<file path="config.mk">
export PLATFORM = sky130hd
export DESIGN_NAME = man_mult_radix4
export DESIGN_NICKNAME = d
export VERILOG_FILES = /design/src/rtl/man_mult_radix4.sv
export SDC_FILE = /design/constraint.sdc
export NUM_CORES = 1
export LEC_CHECK = 0
export CAP_MARGIN = 20
export CORE_MARGIN = 2
export CORE_UTILIZATION = 35
export CTS_CLUSTER_SIZE = 16
export DETAILED_ROUTE_END_ITERATION = 7
export PLACE_DENSITY = 0.57
export SYNTH_ARGS = -nofsm -noshare
export SYNTH_HDL_FRONTEND = slang
export SYNTH_SLANG_ARGS = --single-unit
</file>
<file path="constraint.sdc">
create_clock -name clk -period 6.2 [get_ports clk]
set_input_delay 1.24 -clock clk [delete_from_list [all_inputs] [get_ports clk]]
set_output_delay 1.24 -clock clk [all_outputs]
set_load 0.05 [all_outputs]
</file>
<file path="src/rtl/man_mult_radix4.sv">
// Sequential radix-4 Booth multiplier: one digit of the multiplicand per cycle,
// terminating early once the remaining multiplicand bits are pure sign extension.
module man_mult_radix4 #(
    parameter int WIDTH = 28
) (
    input  logic             clk,
    input  logic             reset_i,
    input  logic             start_i,
    output logic             ready_o,
    input  logic             signed_i,
    input  logic [WIDTH-1:0] multiplier_i,
    input  logic [WIDTH-1:0] multiplicand_i,
    output logic             valid_o,
    input  logic             result_ready_i,
    output logic [WIDTH-1:0] product_low_o,
    output logic [WIDTH-1:0] product_high_o
);

    localparam int EW = WIDTH + 2;
    localparam int AW = 2 * WIDTH + 2;
    localparam int IW = $clog2(WIDTH / 2 + 1) + 1;

    typedef enum logic [1:0] {IDLE, RUN, DONE} state_t;

    state_t               state;
    state_t               state_next;
    logic signed [AW-1:0] acc;
    logic signed [AW-1:0] mplier;
    logic signed [EW-1:0] mcand;
    logic                 mcand_prev;
    logic                 last;
    logic [IW-1:0]        idx;
    logic [EW-2:0]        rest;
    logic                 term;

    function automatic logic signed [AW-1:0] booth_pp(input logic [2:0]           d,
                                                      input logic signed [AW-1:0] m);
        case (d)
            3'b001, 3'b010: return m;
            3'b011:         return m <<< 1;
            3'b100:         return -(m <<< 1);
            3'b101, 3'b110: return -m;
            default:        return '0;
        endcase
    endfunction

    // mcand is shifted right arithmetically each digit, so bits [EW-1:1] are
    // the not-yet-retired multiplicand bits plus copies of the sign bit.
    assign rest = mcand[EW-1:1];
    assign term = (&rest) | ~(|rest) | (idx == IW'(WIDTH / 2));

    always_ff @(posedge clk) begin
        if (reset_i) begin
            state <= IDLE;
        end else begin
            state <= state_next;
        end
    end

    always_comb begin
        state_next = state;
        case (state)
            IDLE:    if (start_i)        state_next = RUN;
            RUN:     if (last)           state_next = DONE;
            DONE:    if (result_ready_i) state_next = IDLE;
            default:                     state_next = IDLE;
        endcase
    end

    always_comb begin
        ready_o = (state == IDLE);
        valid_o = (state == DONE);
    end

    always_ff @(posedge clk) begin
        if (reset_i) begin
            acc            <= '0;
            mplier         <= '0;
            mcand          <= '0;
            mcand_prev     <= 1'b0;
            last           <= 1'b0;
            idx            <= '0;
            product_low_o  <= '0;
            product_high_o <= '0;
        end else begin
            case (state)
                IDLE: begin
                    if (start_i) begin
                        mplier     <= {{(AW - WIDTH){signed_i & multiplier_i[WIDTH-1]}}, multiplier_i};
                        mcand      <= {{2{signed_i & multiplicand_i[WIDTH-1]}}, multiplicand_i};
                        mcand_prev <= 1'b0;
                        acc        <= '0;
                        idx        <= '0;
                        last       <= 1'b0;
                    end
                end
                RUN: begin
                    // One extra RUN cycle after the final digit moves the sum to the outputs.
                    if (last) begin
                        product_low_o  <= acc[WIDTH-1:0];
                        product_high_o <= acc[2*WIDTH-1:WIDTH];
                    end else begin
                        acc        <= acc + booth_pp({mcand[1:0], mcand_prev}, mplier);
                        mplier     <= mplier <<< 2;
                        mcand      <= mcand >>> 2;
                        mcand_prev <= mcand[1];
                        idx        <= idx + 1'b1;
                        last       <= term;
                    end
                end
                default: ;
            endcase
        end
    end

endmodule

</file>
==> flow_summary_export.csv <==
group,metric,value,unit
run_status,status,"finished, final reports clean",
timing,finalMaxSlewViolations,0,
clock_network,cts_inserted_buffers,26,
clock_network,ctsHoldBuffers,0,
timing,setup_violations,0,
pwr,static-leakage-power,0.00601,uW
grt,global_route.usage.met1,28.6,%
drt,vias,13631,
timing,fmax,178,MHz
synthesis,yosysMostFrequentCell,"sky130_fd_sc_hd__nand2_1",
drt,route.detailed.drc,0,
pwr,power_per_cell_area,251,nW/um^2
drt,postRouteAntennaNets,0,
floorplanning,die_w,202,um
synthesis,ys_ff_latch,207,
layout,diodes,0,
clock_network,tritoncts,"built",
clock_network,post_cts_buffers,0,
setup_path,path_common_cell,"sky130_fd_sc_hd__a31oi_1",
synthesis,synth_enable_flop_cells,0,
grt,grt.overflow.total,0,
timing,worst_slew_margin_rel,33.1,%
synthesis,synth_largest_type_area_fraction,30.2,%
grt,globalRoute.busiestLayer,"met2",
synthesis,netlist_top_cells_area,"sky130_fd_sc_hd__dfxtp_1 (30%), sky130_fd_sc_hd__nand2_1 (8.1%), sky130_fd_sc_hd__a21oi_1 (6.9%)",
timing,totalNegativeSetupSlack,0,ns
clock_network,cts_root_buffer,"sky130_fd_sc_hd__clkbuf_16",
timing,finalCritPeriodShare,90.7,%
setup_path,chain_of_cells_forming_the_critical_path,"or4_4 > nor3_4 > nand3_1 > or4b_2 > xor2_1 > a221oi_1 > a31oi_1 > ha_1 > nand2_1 > o21ai_0 > a221o_1 > a31oi_1 > o221a_2 > o21ai_1 > a31oi_1 > buf_4 > o31ai_1 > a21oi_1 > xnor2_1 > a22o_1",
placed_design,numPlacedInstances,2343,
synthesis,synth_top_area_cell,"sky130_fd_sc_hd__dfxtp_1",
setup_path,cpLargestDelayFamily,"compound AO/OA/AOI/OAI gates",
synthesis,synth-simple-area-share,22.3,%
drt,drtIter0Drc,933,
clock_network,htree_num_levels,1,
floorplanning,dieHeight,202,um
floorplanning,initial_utilization,35.5,%
placed_design,post-dp-hpwl,30900,um
setup_path,critical_path_fanouts_max,9,
setup_path,timing.critical_path.slowest_cell_delay,0.74,ns
timing,timing.clock.skew,0.0116,ns
drt,routed_wl,44300,um
synthesis,synthesis.instances,1842,
timing,worstMarginPinSlew,1.00,ns
synthesis,mappedNetlistNets,1962,
hold_path,holdCritPathClass,"reg2reg",
synthesis,synth_fa_ha_area_share,5.44,%
floorplanning,core_area,38600,um^2
drt,via_per_inst,5.70,
synthesis,synth-compound-area-share,28.5,%
layout,design.final.nets,1974,
synthesis,syn_area,13700,um^2
layout,fin_cells,2391,
timing,grt_setup_unrepaired,"false",
placed_design,place_congestion,0.930,
grt,grt_start_max_net_pins,118,
synthesis,main_combinational_cell_family_by_area_after_synthesis,"compound AO/OA/AOI/OAI gates",
placed_design,numPortBuffers,118,
clock_network,cts_max_path_buffers,3,
synthesis,postSynth.asyncResetShare,0,%
floorplanning,rows,72,
clock_network,clk_pin_slew_worst_paths,0.06,ns
clock_network,worstSkewPairLatency,0.55,ns
grt,grt.total_usage,21.1,%
drt,count_of_tritonroute_iterations_in_the_first_routing_pass,6,
grt,groute.layer.met3.usage,3.42,%
setup_path,crit_path_start_kind,"flip-flop",
floorplanning,ports,119,
setup_path,crit_path_end_kind,"flip-flop",
setup_path,cp_num_buf_inv,1,
timing,layout_min_cycle_time,5.62,ns
grt,number_of_global_route_vias_before_repair,12926,
synthesis,synth_cell_type_count,75,
synthesis,synth_mux_area_share,0.493,%
synthesis,postSynth.topFlopCell,"sky130_fd_sc_hd__dfxtp_1",
grt,grt_first_pass_wirelength,70600,um
synthesis,yosysSeqAreaShare,30.2,%
setup_path,timing_worst_setup_path_type,"reg2reg",
run,max_cap_violations,0,
clock_network,post_cts_resized,0,
setup_path,critical_path_arrival,6.07,ns
drt,post_drt_wl_per_cell,18.5,um
grt,number_of_antenna_violations_at_the_first_check_in_global_routing,1,
pwr,peakVddDrop,0.173,mV
synthesis,synth_xor_area_share,7.67,%
layout,layout-drive-gt1-share,6.35,%
floorplanning,full_die_area,40800,um^2
clock_network,cts_sinks,207,
layout,flow.area_growth_from_synthesis,18.0,%
setup_path,crit_path_required_time,6.64,ns
grt,grt_use_met2,34.1,%
setup_path,slowest_stage,"sky130_fd_sc_hd__or4b_2",
timing,finalHoldViolations,0,
synthesis,synth_top_cells_by_count,"sky130_fd_sc_hd__nand2_1 (295), sky130_fd_sc_hd__dfxtp_1 (207), sky130_fd_sc_hd__a21oi_1 (188)",
synthesis,synth.avg_cell_area,7.44,um^2
synthesis,yosysWarnings,0,
-- final cells by class --
type,count,area [um^2]
Timing Repair Buffer,151,1440
Inverter,22,82.6
Sequential cell,207,4150
Clock inverter,14,241
Clock buffer,33,758
Fill cell,3953,22500
Multi-Input combinational cell,1446,8860
Tap cell,518,648
-- flip-flops by register name, summed over array words and instances (netlist names) --
signal / count
product_low_o: 28
idx: 5
mplier: 56
mcand_prev: 1
mcand: 30
state: 2
acc: 56
product_high_o: 28
last: 1
-- power by group --
part / total, uW / internal (uW) / switching [uW] / leakage, uW
sequential: 1500 / 1390 / 105 / 0.00169
clock: 1750 / 1110 / 638 / 0.000478
combinational: 813 / 310 / 502 / 0.00385
-- cell families (layout without fill, tap and decap cells) --
group                      after synthesis  count (layout)
buffers and inverters                  189             220
and+or+nand+nor                        661             661
AOI/OAI and AO/OA                      600             600
adders and majority gates               59              59
DFF                                    207             207
muxes                                    6               6
xor gates and xnor gates               120             120
-- through the flow --
stage                     total power [uW]  instance area, um^2  util, %  hold slack [ns]  setup WS [ns]
after global placement                2320                15200     39.2            0.444          0.771
after floorplan                       2090                13700        -            0.432           1.28
after global routing                  4260                16200     41.9            0.477          0.187
after detailed placement              2330                15200     39.2            0.450          0.680
after CTS                             4100                16200     41.8            0.458          0.644
final                                 4060                16200     41.9            0.452          0.577
-- tightest hold or removal path: stages, from the launching register on --
cell and delay, ns:
sky130_fd_sc_hd__dfxtp_1 0.31, sky130_fd_sc_hd__nand2_1 0.05, sky130_fd_sc_hd__a21oi_1 0.05
-- routing by layer --
layer  vias up  share of wire (%)
met1      6465                 46
met2       414                 45
met5         -                  0
met4         0                2.8
met3        70                6.2
li1       6682                  -
-- cells in the final DEF, fill, tap and decap left out, types with 9 or more instances in the layout --
master / count
sky130_fd_sc_hd__o221ai_1: 11
sky130_fd_sc_hd__inv_1: 22
sky130_fd_sc_hd__nand2b_1: 11
sky130_fd_sc_hd__buf_4: 32
sky130_fd_sc_hd__nor3_1: 58
sky130_fd_sc_hd__o31ai_1: 9
sky130_fd_sc_hd__dfxtp_1: 206
sky130_fd_sc_hd__a211oi_1: 32
sky130_fd_sc_hd__a221oi_1: 10
sky130_fd_sc_hd__ha_1: 58
sky130_fd_sc_hd__nand2_1: 294
sky130_fd_sc_hd__a22o_1: 22
sky130_fd_sc_hd__o21bai_1: 14
sky130_fd_sc_hd__o211ai_1: 9
sky130_fd_sc_hd__or3_1: 20
sky130_fd_sc_hd__nor2b_1: 11
sky130_fd_sc_hd__a22oi_1: 113
sky130_fd_sc_hd__o21a_1: 9
sky130_fd_sc_hd__clkdlybuf4s50_1: 117
sky130_fd_sc_hd__o21ai_0: 84
sky130_fd_sc_hd__nor2_1: 142
sky130_fd_sc_hd__nand3_1: 26
sky130_fd_sc_hd__xnor2_1: 60
sky130_fd_sc_hd__a31oi_1: 17
sky130_fd_sc_hd__nor4_1: 13
sky130_fd_sc_hd__xor2_1: 60
sky130_fd_sc_hd__a21o_1: 40
sky130_fd_sc_hd__nand4_1: 30
sky130_fd_sc_hd__clkbuf_16: 27
sky130_fd_sc_hd__a21oi_1: 188
-- path summary, 6_finish.rpt --
path	start	endpoint	slack (ns)	depth (start not counted)
max reg2reg	mplier[8]	acc[51]	0.58	20
max	mplier[8]	acc[51]	0.58	20
min	product_high_o[15]	product_high_o[15]	0.45	2
min reg2reg	product_high_o[15]	product_high_o[15]	0.45	2
No activity file was read; power rests on OpenSTA's default activity.
